**src/rtl/avsd_pll_pkg.sv**
```systemverilog
// Shared types and helpers for the avsd_pll_1v8 enable/lock sequencer.
// Holds the sequencer state encoding, the default counter width and the window-quality test.
package avsd_pll_pkg;

    localparam int CNT_W_DEF = 12;

    typedef enum logic [2:0] {
        OFF     = 3'd0,
        SETTLE  = 3'd1,
        MEASURE = 3'd2,
        LOCKED  = 3'd3,
        RESTART = 3'd4,
        FAULT   = 3'd5
    } pll_state_e;

    function automatic logic win_good(input int unsigned cnt, input int unsigned lo,
                                      input int unsigned hi);
        return (cnt >= lo) && (cnt <= hi);
    endfunction

endpackage

```
**src/rtl/avsd_pll_ctrl_if.sv**
```systemverilog
// Request/status bundle between the SoC side and the PLL sequencer.
// slave is the sequencer's view; master is the requester's view.
interface avsd_pll_ctrl_if #(parameter int CNT_W = avsd_pll_pkg::CNT_W_DEF);
    logic             pll_en_req;
    logic             pll_div_in;
    logic             EN_VCO;
    logic             pll_locked;
    logic             clk_sel;
    logic             pll_fault;
    logic [1:0]       retry_cnt;
    logic [CNT_W-1:0] meas_cnt;

    modport master (
        output pll_en_req, pll_div_in,
        input  EN_VCO, pll_locked, clk_sel, pll_fault, retry_cnt, meas_cnt
    );

    modport slave (
        input  pll_en_req, pll_div_in,
        output EN_VCO, pll_locked, clk_sel, pll_fault, retry_cnt, meas_cnt
    );
endinterface

```
**src/rtl/avsd_edge_meter.sv**
```systemverilog
// Counts rising edges of the async divided PLL clock over fixed windows; edge lands in edge_cnt 3 cycles after the input rises.
// count is the saturated running total including this cycle's edge; win_done marks the last cycle of a window.
module avsd_edge_meter import avsd_pll_pkg::*; #(
    parameter int CNT_W   = CNT_W_DEF,
    parameter int WIN_CYC = 256
) (
    input  logic             clk,
    input  logic             reset,
    input  logic             div_in,
    input  logic             run,
    output logic             win_done,
    output logic [CNT_W-1:0] count
);
    localparam int WIN_W = (WIN_CYC > 1) ? $clog2(WIN_CYC) : 1;

    logic [2:0]       sync_q;
    logic [WIN_W-1:0] win_cnt;
    logic [CNT_W-1:0] edge_cnt;
    logic             edge_pls;
    logic [CNT_W:0]   sum;

    // sync_q[1:0] is the synchronizer, sync_q[2] the delayed copy for edge detect
    assign edge_pls = sync_q[1] & ~sync_q[2];
    assign sum      = {1'b0, edge_cnt} + {{CNT_W{1'b0}}, edge_pls};
    assign count    = sum[CNT_W] ? {CNT_W{1'b1}} : sum[CNT_W-1:0];
    assign win_done = run && (win_cnt == WIN_W'(WIN_CYC - 1));

    always_ff @(posedge clk) begin
        if (reset) begin
            sync_q   <= '0;
            win_cnt  <= '0;
            edge_cnt <= '0;
        end else begin
            sync_q <= {sync_q[1:0], div_in};
            if (!run || win_done) begin
                win_cnt  <= '0;
                edge_cnt <= '0;
            end else begin
                win_cnt  <= win_cnt + 1'b1;
                edge_cnt <= count;
            end
        end
    end
endmodule

```
**src/rtl/avsd_pll_ctrl.sv**
```systemverilog
// Enable/lock sequencer for avsd_pll_1v8: power-up delay, windowed lock check, bounded restarts, fault.
// All outputs registered from the state register; dropping pll_en_req returns to OFF on the next edge.
module avsd_pll_ctrl import avsd_pll_pkg::*; #(
    parameter int CNT_W       = CNT_W_DEF,
    parameter int WIN_CYC     = 256,
    parameter int EXP_MIN     = 120,
    parameter int EXP_MAX     = 136,
    parameter int GOOD_WIN    = 4,
    parameter int PWRUP_CYC   = 16,
    parameter int OFF_CYC     = 8,
    parameter int TIMEOUT_WIN = 32,
    parameter int MAX_RETRY   = 3
) (
    input logic            CLK,
    input logic            reset,
    avsd_pll_ctrl_if.slave bus
);
    localparam int TMR_MAX = (PWRUP_CYC > OFF_CYC) ? PWRUP_CYC : OFF_CYC;
    localparam int TMR_W   = (TMR_MAX > 1) ? $clog2(TMR_MAX) : 1;
    localparam int GOOD_W  = $clog2(GOOD_WIN + 1);
    localparam int TO_W    = $clog2(TIMEOUT_WIN + 1);

    pll_state_e       state;
    logic [TMR_W-1:0] timer;
    logic [GOOD_W-1:0] good_cnt;
    logic [TO_W-1:0]  to_cnt;
    logic [1:0]       retry_q;
    logic [CNT_W-1:0] meas_q;
    logic             en_vco_q, locked_q, fault_q;
    logic             run, win_done, good, drop;
    logic [CNT_W-1:0] count;

    avsd_edge_meter #(.CNT_W(CNT_W), .WIN_CYC(WIN_CYC)) u_meter (
        .clk      (CLK),
        .reset    (reset),
        .div_in   (bus.pll_div_in),
        .run      (run),
        .win_done (win_done),
        .count    (count)
    );

    assign run  = (state == MEASURE) || (state == LOCKED);
    assign good = win_good(32'(count), EXP_MIN, EXP_MAX);
    // a bad window ends the attempt when locked, or when it exhausts the measure timeout
    assign drop = win_done && !good &&
                  ((state == LOCKED) || (int'(to_cnt) + 1 >= TIMEOUT_WIN));

    always_ff @(posedge CLK) begin
        if (reset) begin
            state    <= OFF;
            timer    <= '0;
            good_cnt <= '0;
            to_cnt   <= '0;
            retry_q  <= '0;
            meas_q   <= '0;
            en_vco_q <= 1'b0;
            locked_q <= 1'b0;
            fault_q  <= 1'b0;
        end else if (!bus.pll_en_req) begin
            state    <= OFF;
            timer    <= '0;
            good_cnt <= '0;
            to_cnt   <= '0;
            retry_q  <= '0;
            en_vco_q <= 1'b0;
            locked_q <= 1'b0;
            fault_q  <= 1'b0;
        end else begin
            if (win_done) meas_q <= count;
            if (drop) begin
                en_vco_q <= 1'b0;
                locked_q <= 1'b0;
                if (retry_q == 2'(MAX_RETRY)) begin
                    state   <= FAULT;
                    fault_q <= 1'b1;
                end else begin
                    state   <= RESTART;
                    retry_q <= retry_q + 1'b1;
                    timer   <= TMR_W'(OFF_CYC - 1);
                end
            end else begin
                case (state)
                    OFF: begin
                        state <= SETTLE;
                        timer <= TMR_W'(PWRUP_CYC - 1);
                    end
                    SETTLE, RESTART: begin
                        if (timer == '0) begin
                            state    <= MEASURE;
                            en_vco_q <= 1'b1;
                            good_cnt <= '0;
                            to_cnt   <= '0;
                        end else begin
                            timer <= timer - 1'b1;
                        end
                    end
                    MEASURE: begin
                        if (win_done) begin
                            if (good) begin
                                if (int'(good_cnt) + 1 >= GOOD_WIN) begin
                                    state    <= LOCKED;
                                    locked_q <= 1'b1;
                                end else begin
                                    good_cnt <= good_cnt + 1'b1;
                                end
                            end else begin
                                good_cnt <= '0;
                                to_cnt   <= to_cnt + 1'b1;
                            end
                        end
                    end
                    LOCKED, FAULT: ;
                    default: begin
                        state    <= OFF;
                        en_vco_q <= 1'b0;
                        locked_q <= 1'b0;
                        fault_q  <= 1'b0;
                    end
                endcase
            end
        end
    end

    assign bus.EN_VCO     = en_vco_q;
    assign bus.pll_locked = locked_q;
    assign bus.clk_sel    = locked_q;
    assign bus.pll_fault  = fault_q;
    assign bus.retry_cnt  = retry_q;
    assign bus.meas_cnt   = meas_q;
endmodule

```
**src/flat_wrapper.sv**
```systemverilog
// flat-port wrapper written by rule: the top's interface ports become plain ports
module avsd_pll_ctrl_flat import avsd_pll_pkg::*;
#(
    parameter int CNT_W       = CNT_W_DEF,
    parameter int WIN_CYC     = 256,
    parameter int EXP_MIN     = 120,
    parameter int EXP_MAX     = 136,
    parameter int GOOD_WIN    = 4,
    parameter int PWRUP_CYC   = 16,
    parameter int OFF_CYC     = 8,
    parameter int TIMEOUT_WIN = 32,
    parameter int MAX_RETRY   = 3
)
  (CLK, reset, bus_pll_en_req, bus_pll_div_in, bus_EN_VCO, bus_pll_locked, bus_clk_sel, bus_pll_fault, bus_retry_cnt, bus_meas_cnt);
  avsd_pll_ctrl_if #(.CNT_W(CNT_W)) bus_i ();
  input logic CLK;
  input logic reset;
  input wire logic [$bits(bus_i.pll_en_req)-1:0] bus_pll_en_req;
  input wire logic [$bits(bus_i.pll_div_in)-1:0] bus_pll_div_in;
  output wire logic [$bits(bus_i.EN_VCO)-1:0] bus_EN_VCO;
  output wire logic [$bits(bus_i.pll_locked)-1:0] bus_pll_locked;
  output wire logic [$bits(bus_i.clk_sel)-1:0] bus_clk_sel;
  output wire logic [$bits(bus_i.pll_fault)-1:0] bus_pll_fault;
  output wire logic [$bits(bus_i.retry_cnt)-1:0] bus_retry_cnt;
  output wire logic [$bits(bus_i.meas_cnt)-1:0] bus_meas_cnt;
  assign bus_i.pll_en_req = bus_pll_en_req;
  assign bus_i.pll_div_in = bus_pll_div_in;
  assign bus_EN_VCO = bus_i.EN_VCO;
  assign bus_pll_locked = bus_i.pll_locked;
  assign bus_clk_sel = bus_i.clk_sel;
  assign bus_pll_fault = bus_i.pll_fault;
  assign bus_retry_cnt = bus_i.retry_cnt;
  assign bus_meas_cnt = bus_i.meas_cnt;
  avsd_pll_ctrl #(.CNT_W(CNT_W), .WIN_CYC(WIN_CYC), .EXP_MIN(EXP_MIN), .EXP_MAX(EXP_MAX), .GOOD_WIN(GOOD_WIN), .PWRUP_CYC(PWRUP_CYC), .OFF_CYC(OFF_CYC), .TIMEOUT_WIN(TIMEOUT_WIN), .MAX_RETRY(MAX_RETRY)) u_core (.CLK(CLK), .reset(reset), .bus(bus_i));
endmodule
```
**config.mk**
```make
export PLATFORM = sky130hd
export DESIGN_NAME = avsd_pll_ctrl_flat
export DESIGN_NICKNAME = d
export VERILOG_FILES = /design/src/rtl/avsd_pll_pkg.sv /design/src/rtl/avsd_pll_ctrl_if.sv /design/src/rtl/avsd_edge_meter.sv /design/src/rtl/avsd_pll_ctrl.sv /design/src/flat_wrapper.sv
export SDC_FILE = /design/constraint.sdc
export NUM_CORES = 1
export LEC_CHECK = 0
export CORE_ASPECT_RATIO = 1.4
export CORE_MARGIN = 2
export CORE_UTILIZATION = 65
export CTS_BUF_LIST = sky130_fd_sc_hd__clkbuf_4
export CTS_CLUSTER_DIAMETER = 150
export DETAILED_ROUTE_END_ITERATION = 8
export PLACE_DENSITY = 0.93
export SETUP_SLACK_MARGIN = 0.3
export SYNTH_ARGS = -nofsm -noshare
export SYNTH_HDL_FRONTEND = slang
export SYNTH_HIERARCHICAL = 1
export SYNTH_SLANG_ARGS = --single-unit
```
**constraint.sdc**
```tcl
create_clock -name CLK -period 6.9 [get_ports CLK]
set_input_delay 1.38 -clock CLK [delete_from_list [all_inputs] [get_ports CLK]]
set_output_delay 1.38 -clock CLK [all_outputs]
set_load 0.1 [all_outputs]
```
# Word-level counts from Yosys, hierarchy flattened
# Cells that the tools add are included.
# Widths: inputs -> output; s select.
[word_totals]
n_memories = 0
latchBits = 0
rom_bits = 0
ram_bits = 0
ff_bits = 56
out_inout_bits = 18
[classes]
n_shift = 0
n_mux = 30
bitwise_logic = 7
addsub = 8
n_div = 0
n_lt_le_gt_ge = 4
eq_ne = 22
reduce_logical = 30
n_mul = 0
[ops]
columns = ["cell", "count"]
rows = [
  ["$ge 32x4->1 const B", 1],
  ["$ge 32x7->1 const B", 1],
  ["$mux 3", 9],
  ["$mux 6", 3],
  ["$reduce_and 5->1", 3],
  ["$add 12x1->13", 1],
  ["$ge 12x7->1 const B", 1],
  ["$le 12x8->1 const B", 1],
  ["$mux 12", 1],
  ["$mux 4", 3],
  ["$pmux 3 s4", 1],
  ["$pmux 6 s2", 1],
  ["$ne 2x2->1 const B", 5],
  ["$ne 3x2->1 const B", 3],
  ["$add 8x1->8 const B", 1],
  ["$eq 8x8->1 const B", 1],
  ["$mux 1", 8],
  ["$ne 2x1->1 const B", 4],
  ["$pmux 4 s2", 1],
  ["$reduce_and 2->1", 4],
  ["$reduce_or 2->1", 4],
  ["$add 6x1->7 const B", 1],
  ["$add 6x1->6 const B", 1],
  ["$eq 3x2->1 const B", 2],
  ["other kinds (26)", 40],
]

# Depth between registers and ports, before layout
# Gate-level depths: netlist of run 1.
[logic_depth]
word_depth = 11
depth_mapped = 14

# Hierarchy
# Netlist of run 1, hierarchy kept.
[by_module_without_submodules]
columns = ["mod", "instances", "area_each_um2", "cells_each"]
rows = [
  ["avsd_pll_ctrl", 1, 1722.9, 201],
  ["avsd_edge_meter", 1, 1079.8, 122],
]

# Least setup slack after synthesis of run 1
# OpenSTA, ideal clock, no wires.
[synth_path]
path_type = "register to register"
start = "reg u_core.u_meter.sync_q[1]"
end = "reg u_core.timer[3]"
t_arrival_ns = 3.106
synth_period_minus_slack_ns = 3.223
path_buffers = 2
path_slack_ns = 3.677
path_stages_with_launch = 14
cell_sequence = "dfxtp_1 > nor2b_1 > ha_1 > ha_1 > nand3_1 > or4_4 > buf_6 > buf_8 > nand3_1 > and4b_1 > a211o_1 > a2111oi_4 > a31oi_1 > a32o_1"
[synth_via]
elab_chain_len = 10
word_cells_on_any_way = 14
classes_between = "1 x add/sub; 2 x order compare; 2 x eq/ne; 2 x mux; 1 x bitwise; 6 x reduce/logical"
[synth_rtl]
columns = ["item", "line_no", "source"]
rows = [
  ["start: declaration", "avsd_edge_meter.sv:16", "logic [2:0] sync_q;"],
  ["start signal: assignment", "avsd_edge_meter.sv:34", "sync_q <= {sync_q[1:0], div_in};"],
  ["$and 1x1->1 *", "avsd_edge_meter.sv:23", "assign edge_pls = sync_q[1] & ~sync_q[2];"],
  ["$add 12x1->13 *", "avsd_edge_meter.sv:24", "assign sum = {1'b0, edge_cnt} + {{CNT_W{1'b0}}, edge_pls};"],
  ["$mux 12 *", "avsd_edge_meter.sv:25", "assign count = sum[CNT_W] ? {CNT_W{1'b1}} : sum[CNT_W-1:0];"],
  ["named net u_core.count[7]", "avsd_pll_ctrl.sv:31", "logic [CNT_W-1:0] count;"],
  ["$ge 12x7->1 / $le 12x8->1 (equally long branches)", "avsd_pll_pkg.sv:18", "return (cnt >= lo) && (cnt <= hi);"],
  ["$logic_and 1x1->1 *", "avsd_pll_pkg.sv:18", ""],
  ["$logic_not 1->1 *", "avsd_pll_ctrl.sv:45", "assign drop = win_done && !good &&"],
  ["$logic_and 1x1->1 * (2 in series)", "avsd_pll_ctrl.sv:45", ""],
  ["$ne 3x2->1 (no line), or another cell as far along", "-", ""],
  ["$reduce_and 3->1 (no line)", "-", ""],
  ["end signal: assignment", "avsd_pll_ctrl.sv:79", "timer <= TMR_W'(OFF_CYC - 1);"],
  ["end signal: assignment", "avsd_pll_ctrl.sv:85", "timer <= TMR_W'(PWRUP_CYC - 1);"],
  ["end signal: assignment", "avsd_pll_ctrl.sv:94", "timer <= timer - 1'b1;"],
  ["end: declaration", "avsd_pll_ctrl.sv:24", "logic [TMR_W-1:0] timer;"],
]
# The timed path passes the listed nets; every way through them passes the cells marked *.
# A chain may end at the register's enable or synchronous reset.

# Final worst setup path of run 1
[layout_path]
start = "reg u_core.u_meter.sync_q[1]"
end = "reg u_core.timer[0]"
# Same word-level chain as after synthesis.

==> qor.yml, run 1 <==
synth:
  synthesis.area_um2: 2800
  synth.avg_cell_area_um2: 8.68
  synth_area_leader_cell: "dfxtp_1"
  ys_seq_area_share_pct: 40.0
  syn_inst: 323
  synth_edf_count: 0
  ys.flop_type: "dfxtp_1"
  synth.area.top_cells: "dfxtp_1, nand2_1, a21oi_1, ha_1, nand3_1"
  syn-num-nets: 335
  synth_seq_cells: 56
  synth_top_area_share_pct: 40.0
  synthArstFlopShare_pct: 0
  synth_cell_type_count: 59
  yosys_warnings: 6
sta:
  slew_violations: 0
  tns_ns: 0
  hold_viol_final: 0
  fmax_mhz: 264
  timing.final.ws_setup_ns: 3.11
  worst_pin_slew_ns: 0.983
  rsz0062_at_grt: "false"
  fin_skew_ns: 0.0107
  final-setup-viol-count: 0
  fin_hold_ws_ns: 0.456
  relSlewSlack_pct: 34.3
  period_share_pct: 54.9
  min_period_ns: 3.79
clock_tree:
  cts.clk_slew.worst_paths_ns: 0.15
  cts_resized: 0
  cts_root_buffer: "clkbuf_4"
  insertion_delay_ns: 0.38
  cts_setup_buffers: 0
  clockBufferDepth: 2
  cts_tree: "yes"
  hold_buffers: 0
  cts_buffers: 5
  cts.sinks: 56
  h-tree-depth: 2
setup_path:
  critPathSlowestCell: "a211oi_2"
  cp_slowest_stage_delay_ns: 0.72
  path_cells: "nor2b_1, ha_1, ha_1, nand3_1, or4_4, nand3_1, and4b_1, a211o_1, a211oi_2, nor3_1, o311a_1"
  crit_path_start: "u_core/u_meter/sync_q[1]"
  reg2reg_from: "u_core/u_meter/sync_q[1]"
  arrival_ns: 4.08
  path_class: "flip-flop to flip-flop"
  regToRegSetupSlack_ns: 3.11
  cp-endpoint: "u_core/timer[0]"
  r2r_cells: 11
  endpoint_kind: "flip-flop"
  required_ns: 7.19
  reg2reg_to: "u_core/timer[0]"
  cp_max_fo: 18
  cp-start-kind: "flip-flop"
routing:
  via_per_inst: 6.35
  drt_first_iter_violations: 207
  drt_wl_total_mm: 5.92
  post-route-drc-count: 0
  ant_nets: 0
  wl_per_cell_um: 15.4
  num_vias: 2437
  dr.pass1.iters: 4
global_route:
  grt_pass1_vias: 2120
  track_usage_pct: 24.8
  gr-total-overflow: 0
  grt_pass1_wl_mm: 9.32
  grt_max_degree: 20
  antenna_found_initial: 0
floorplan:
  start_util_pct: 67.2
  fp.dieW_um: 59.5
  core-area_um2: 4170
  dieArea_um2: 4860
  io_pins: 22
  rows: 28
  fp.dieH_um: 81.7
place:
  post-place-ws_ns: 3.12
  globalplace.congestion: 0.902
  hpwl_mm: 4.36
  portBuffers: 21
min_path:
  hp-class: "flip-flop to flip-flop"
power:
  p_leak_nw: 1.03
  totalPowerFinal_w: 0.000533
  powerDensity_nw_per_um2: 174
  ir_drop_uv: 125
final_layout:
  syn2layout_area_growth_pct: 9.33
  finalNetCount: 350
  drive_gt1_share_pct: 6.19
  filler_cell_count: 304
  antenna_cells: 0
  utilization_pct: 73.5
outcome:
  status: "finished, final reports clean"
job:
  maxCapViolCount: 0
==> where the power goes <==
group,switching (W),internal [W]
Sequential,0.00000350,0.000327
Combinational,0.0000184,0.0000119
Clock,0.0000985,0.0000742
Total,0.000120,0.000413
==> final cells by class <==
class | instances | area, um^2 | area share [%]
multi-input cells | 242 | 1560 | 50.8
flip-flops and latches | 56 | 1120 | 36.6
repair buffers | 21 | 210 | 6.86
well taps | 45 | 56.3 | 1.84
inverters | 12 | 45.0 | 1.47
clock buffers | 5 | 37.5 | 1.22
clock inverters | 3 | 37.5 | 1.22
==> how the worst min path moves through the flow <==
stage	to	start	cells after the start	slack (ns)
final	u_core/good_cnt[2]	u_core/good_cnt[2]	2	0.46
after global routing	u_core/u_meter/sync_q[1]	u_core/u_meter/sync_q[0]	1	0.47
after CTS	u_core/u_meter/sync_q[1]	u_core/u_meter/sync_q[0]	1	0.46
after detailed placement	u_core/u_meter/sync_q[1]	u_core/u_meter/sync_q[0]	1	0.43
after global placement	u_core/good_cnt[2]	u_core/good_cnt[2]	2	0.43
after floorplan	u_core/u_meter/sync_q[1]	u_core/u_meter/sync_q[0]	1	0.41
==> kinds of logic after synthesis <==
logic type | Yosys count | share of synthesized area [%]
buffers and inverters | 25 | 4.46
AO/OA/AOI/OAI | 82 | 21.3
XOR/XNOR | 8 | 2.50
flip-flops | 56 | 40.0
adder cells (fa/ha/maj) | 9 | 3.93
AND/OR/NAND/NOR | 140 | 26.8
multiplexers | 3 | 1.07
==> registers in the layout, summed over array words and instances (netlist names) <==
name                     count
u_core/bus.EN_VCO            1
u_core/good_cnt              3
u_core/u_meter/sync_q        3
u_core/u_meter/win_cnt       8
u_core/bus.clk_sel           1
u_core/bus.retry_cnt         2
u_core/state                 3
u_core/bus.pll_fault         1
u_core/timer                 4
u_core/to_cnt                6
u_core/bus.meas_cnt         12
u_core/u_meter/edge_cnt     12
==> per-stage QoR <==
step / cell area (um^2) / instances
CTS: 3060 / 384
detailed placement: 2990 / 376
finish: 3060 / 384
floorplan: 2800 / 323
global route: 3060 / 384
global placement: 2990 / 376
==> cell usage after synthesis, drive strengths merged, types with 2 or more instances <==
| library cell | count |
|---|---|
| dfxtp | 56 |
| ha | 8 |
| a211oi | 4 |
| xor2 | 4 |
| and2 | 5 |
| or4 | 6 |
| nor3 | 4 |
| o21ai | 10 |
| a31oi | 11 |
| nor2 | 18 |
| or3 | 7 |
| buf | 9 |
| o2bb2ai | 2 |
| nand4 | 4 |
| o31ai | 5 |
| clkbuf | 4 |
| nand3 | 15 |
| a211o | 2 |
| nor2b | 7 |
| o311a | 2 |
| a21oi | 32 |
| nand2b | 5 |
| mux2i | 3 |
| nand2 | 53 |
| nor4b | 3 |
| xnor2 | 4 |
| nor4 | 3 |
| inv | 12 |
| and3 | 4 |
| nor3b | 3 |
| a311oi | 5 |
==> cells in the final DEF (no fill, tap or decap), types with 2 or more instances in the layout <==
master           count
clkbuf_4             5
nor2_1              18
clkdlybuf4s50_1     21
nand2_1             53
nor3b_1              3
or4_1                4
o2bb2ai_1            2
or3_1                6
nor2b_1              7
or4_4                2
a211oi_1             3
and3_1               3
clkinv_1             2
xor2_1               4
nor3_1               4
o311a_1              2
dfxtp_1             56
nand3_1             14
ha_1                 8
a311oi_1             4
nand2b_1             5
mux2i_1              3
nand4_1              4
a21oi_1             31
a31oi_1             11
o21ai_0              9
nor4b_2              2
a211o_1              2
and2_1               5
inv_1               12
o31ai_1              5
xnor2_1              4
==> metal layers <==
| metal | part of all wire (%) | global-route usage [%] |
|---|---|---|
| met4 | 2.1 | 9.33 |
| met1 | 41 | 28.1 |
| met2 | 53 | 45.1 |
| met3 | 4.4 | 4.88 |
| met5 | 0 | 0 |
==> worst max-delay path: cells and delay by family (launching register included) <==
| family | cells | cell delay [ns] |
|---|---|---|
| and+or+nand+nor | 6 | 1.48 |
| AOI/OAI and AO/OA | 3 | 1.45 |
| adders and majority gates | 2 | 0.42 |
| DFF | 1 | 0.35 |
No activity file was read; power rests on OpenSTA's default activity.
==> run 2: changes to the inputs <==
--- a/config.mk
+++ b/config.mk
@@ -7,11 +7,11 @@
 export LEC_CHECK = 0
 export CORE_ASPECT_RATIO = 1.4
 export CORE_MARGIN = 2
-export CORE_UTILIZATION = 65
+export CORE_UTILIZATION = 60
 export CTS_BUF_LIST = sky130_fd_sc_hd__clkbuf_4
 export CTS_CLUSTER_DIAMETER = 150
 export DETAILED_ROUTE_END_ITERATION = 8
-export PLACE_DENSITY = 0.93
+export PLACE_DENSITY = 0.87
 export SETUP_SLACK_MARGIN = 0.3
 export SYNTH_ARGS = -nofsm -noshare
 export SYNTH_HDL_FRONTEND = slang
==> constraint.sdc (replaced) <==
create_clock -name CLK -period 3.84 [get_ports CLK]
set_input_delay 0.768 -clock CLK [delete_from_list [all_inputs] [get_ports CLK]]
set_output_delay 0.768 -clock CLK [all_outputs]
set_load 0.1 [all_outputs]
==> run 2 against run 1 <==
Non-clock buffer count increased by 7; global-route usage increased by 0.26 points; sequential share of layout area decreased by 1.0 points; sequential power increased by 80%; cell area increased by 2.8%; via count increased by 1.4%; maximum frequency increased by 12%; die area increased by 7.8%; clock skew increased by 0.0040 ns; clock power increased by 42%; critical endpoint is now u_core/timer[1]; largest power group unchanged.
==> qor.yml, run 2 (synthesis gave the netlist of run 1 again) <==
outcome:
  status: "finished, final reports clean"
clock_tree:
  cts_buffers: 5
  cts_tree: "yes"
  cts.clk_slew.worst_paths_ns: 0.16
  cts_root_buffer: "clkbuf_4"
  clockBufferDepth: 2
  cts.sinks: 56
  insertion_delay_ns: 0.39
  h-tree-depth: 2
  hold_buffers: 0
floorplan:
  fp.dieW_um: 61.8
  fp.dieH_um: 84.9
  dieArea_um2: 5240
  io_pins: 22
  start_util_pct: 62.3
  rows: 29
  core-area_um2: 4500
setup_path:
  cp-start-kind: "flip-flop"
  arrival_ns: 3.70
  cp_slowest_stage_delay_ns: 0.63
  path_cells: "nor2b_1, ha_1, ha_2, nand3_1, or4_4, nand3_1, and4b_1, a211o_1, a2111oi_4, buf_4, a211oi_1, a311oi_1"
  reg2reg_from: "u_core/u_meter/sync_q[1]"
  regToRegSetupSlack_ns: 0.45
  required_ns: 4.15
  critical-path-top-delay-family: "simple AND/OR/NAND/NOR gates"
  reg2reg_to: "u_core/timer[1]"
  cp_common_cell: "nand3_1"
  r2r_cells: 12
  critPathSlowestCell: "or4_4"
  crit_buf_inv: 1
  path_class: "flip-flop to flip-flop"
  cp_max_fo: 13
  endpoint_kind: "flip-flop"
place:
  portBuffers: 21
  globalplace.congestion: 0.879
  post-place-ws_ns: 0.326
  hpwl_mm: 4.60
final_layout:
  antenna_cells: 0
  finalNetCount: 357
  utilization_pct: 70.0
  most-common-layout-cells: "dfxtp_1, nand2_1, a21oi_1"
  drive_gt1_share_pct: 9.57
  final_common_cell: "dfxtp_1"
  syn2layout_area_growth_pct: 12.4
sta:
  timing.final.ws_setup_ns: 0.448
  min_period_ns: 3.39
  fin_skew_ns: 0.0147
  rsz0062_at_grt: "false"
  fin_hold_ws_ns: 0.461
  tns_ns: 0
  relSlewSlack_pct: 34.1
  period_share_pct: 88.3
  slew_violations: 0
  fmax_mhz: 295
  final-setup-viol-count: 0
  worst_pin_slew_ns: 0.985
  hold_viol_final: 0
min_path:
  hp-class: "flip-flop to flip-flop"
  hp-start: "u_core/good_cnt[2]"
  hold_path_end: "u_core/good_cnt[2]"
  hold_depth: 2
routing:
  num_vias: 2472
  dr.pass1.iters: 4
  via_per_inst: 6.07
  drt_wl_total_mm: 6.21
  ant_nets: 0
  drt_first_iter_violations: 149
  wl_per_cell_um: 15.2
  post-route-drc-count: 0
global_route:
  gr-total-overflow: 0
  grt_pass1_vias: 2325
  grt_max_degree: 20
  grt_pass1_wl_mm: 10.0
  track_usage_pct: 25.1
  antenna_found_initial: 0
power:
  powerDensity_nw_per_um2: 285
  p_leak_nw: 1.05
  ir_drop_uv: 279
job:
  maxCapViolCount: 0
[run 2: area by class of cell]
class	count	area, um^2
Inverter	12	45.0
Sequential cell	56	1120
Tap cell	62	77.6
Clock buffer	5	37.5
Fill cell	400	1350
Multi-Input combinational cell	242	1590
Timing Repair Buffer	28	267
Clock inverter	2	12.5
[run 2: metrics by stage]
stage	total power, W	cell area (um^2)	cells
6_report	0.000898	3150	407
5_1_grt	0.000937	3150	407
4_1_cts	0.000905	3090	403
3_5_place_dp	0.000663	3030	396
3_3_place_gp	0.000660	3030	396
2_1_floorplan	0.000646	2800	323
[run 2: how the worst max path moves through the flow]
| stage | startpoint | end | slack (ns) | cells past startpoint |
|---|---|---|---|---|
| 2_1_floorplan | u_core/u_meter/sync_q[1] | u_core/timer[3] | 0.62 | 13 |
| 3_3_place_gp | u_core/u_meter/sync_q[1] | u_core/good_cnt[1] | 0.49 | 11 |
| 3_5_place_dp | u_core/u_meter/sync_q[1] | u_core/good_cnt[0] | 0.33 | 11 |
| 4_1_cts | u_core/u_meter/sync_q[1] | u_core/to_cnt[3] | 0.35 | 12 |
| 5_1_grt | u_core/u_meter/sync_q[1] | u_core/timer[1] | 0.29 | 12 |
| 6_report | u_core/u_meter/sync_q[1] | u_core/timer[1] | 0.45 | 12 |
[run 2: timing repair]
item | in CTS | in global routing
endpoints found under the setup margin | 1 | 13
pin swaps | 0 | 2
gates resized for setup | 1 | 6
cloned | 0 | 0
setup buffers | 0 | 4
[run 2: layer usage]
metal	share of wire (%)	vias to the layer above	GRT usage (%)
met4	3.1	0	9.86
met3	3.5	19	5.49
li1	-	1220	-
met1	39	1177	27.2
met2	54	56	45.1
met5	0	-	0
[run 2: where the power goes]
group | internal, W | switching, W
clock | 0.0000676 | 0.000179
combinational | 0.0000225 | 0.0000349
sequential | 0.000587 | 0.00000696
[run 2: worst reg2reg max path, stage by stage (launching register included)]
cell and delay (ns):
dfxtp_1 0.34, nor2b_1 0.14, ha_1 0.19, ha_2 0.23, nand3_1 0.10, or4_4 0.63, nand3_1 0.16, and4b_1 0.23
a211o_1 0.38, a2111oi_4 0.36, buf_4 0.21, a211oi_1 0.07, a311oi_1 0.28
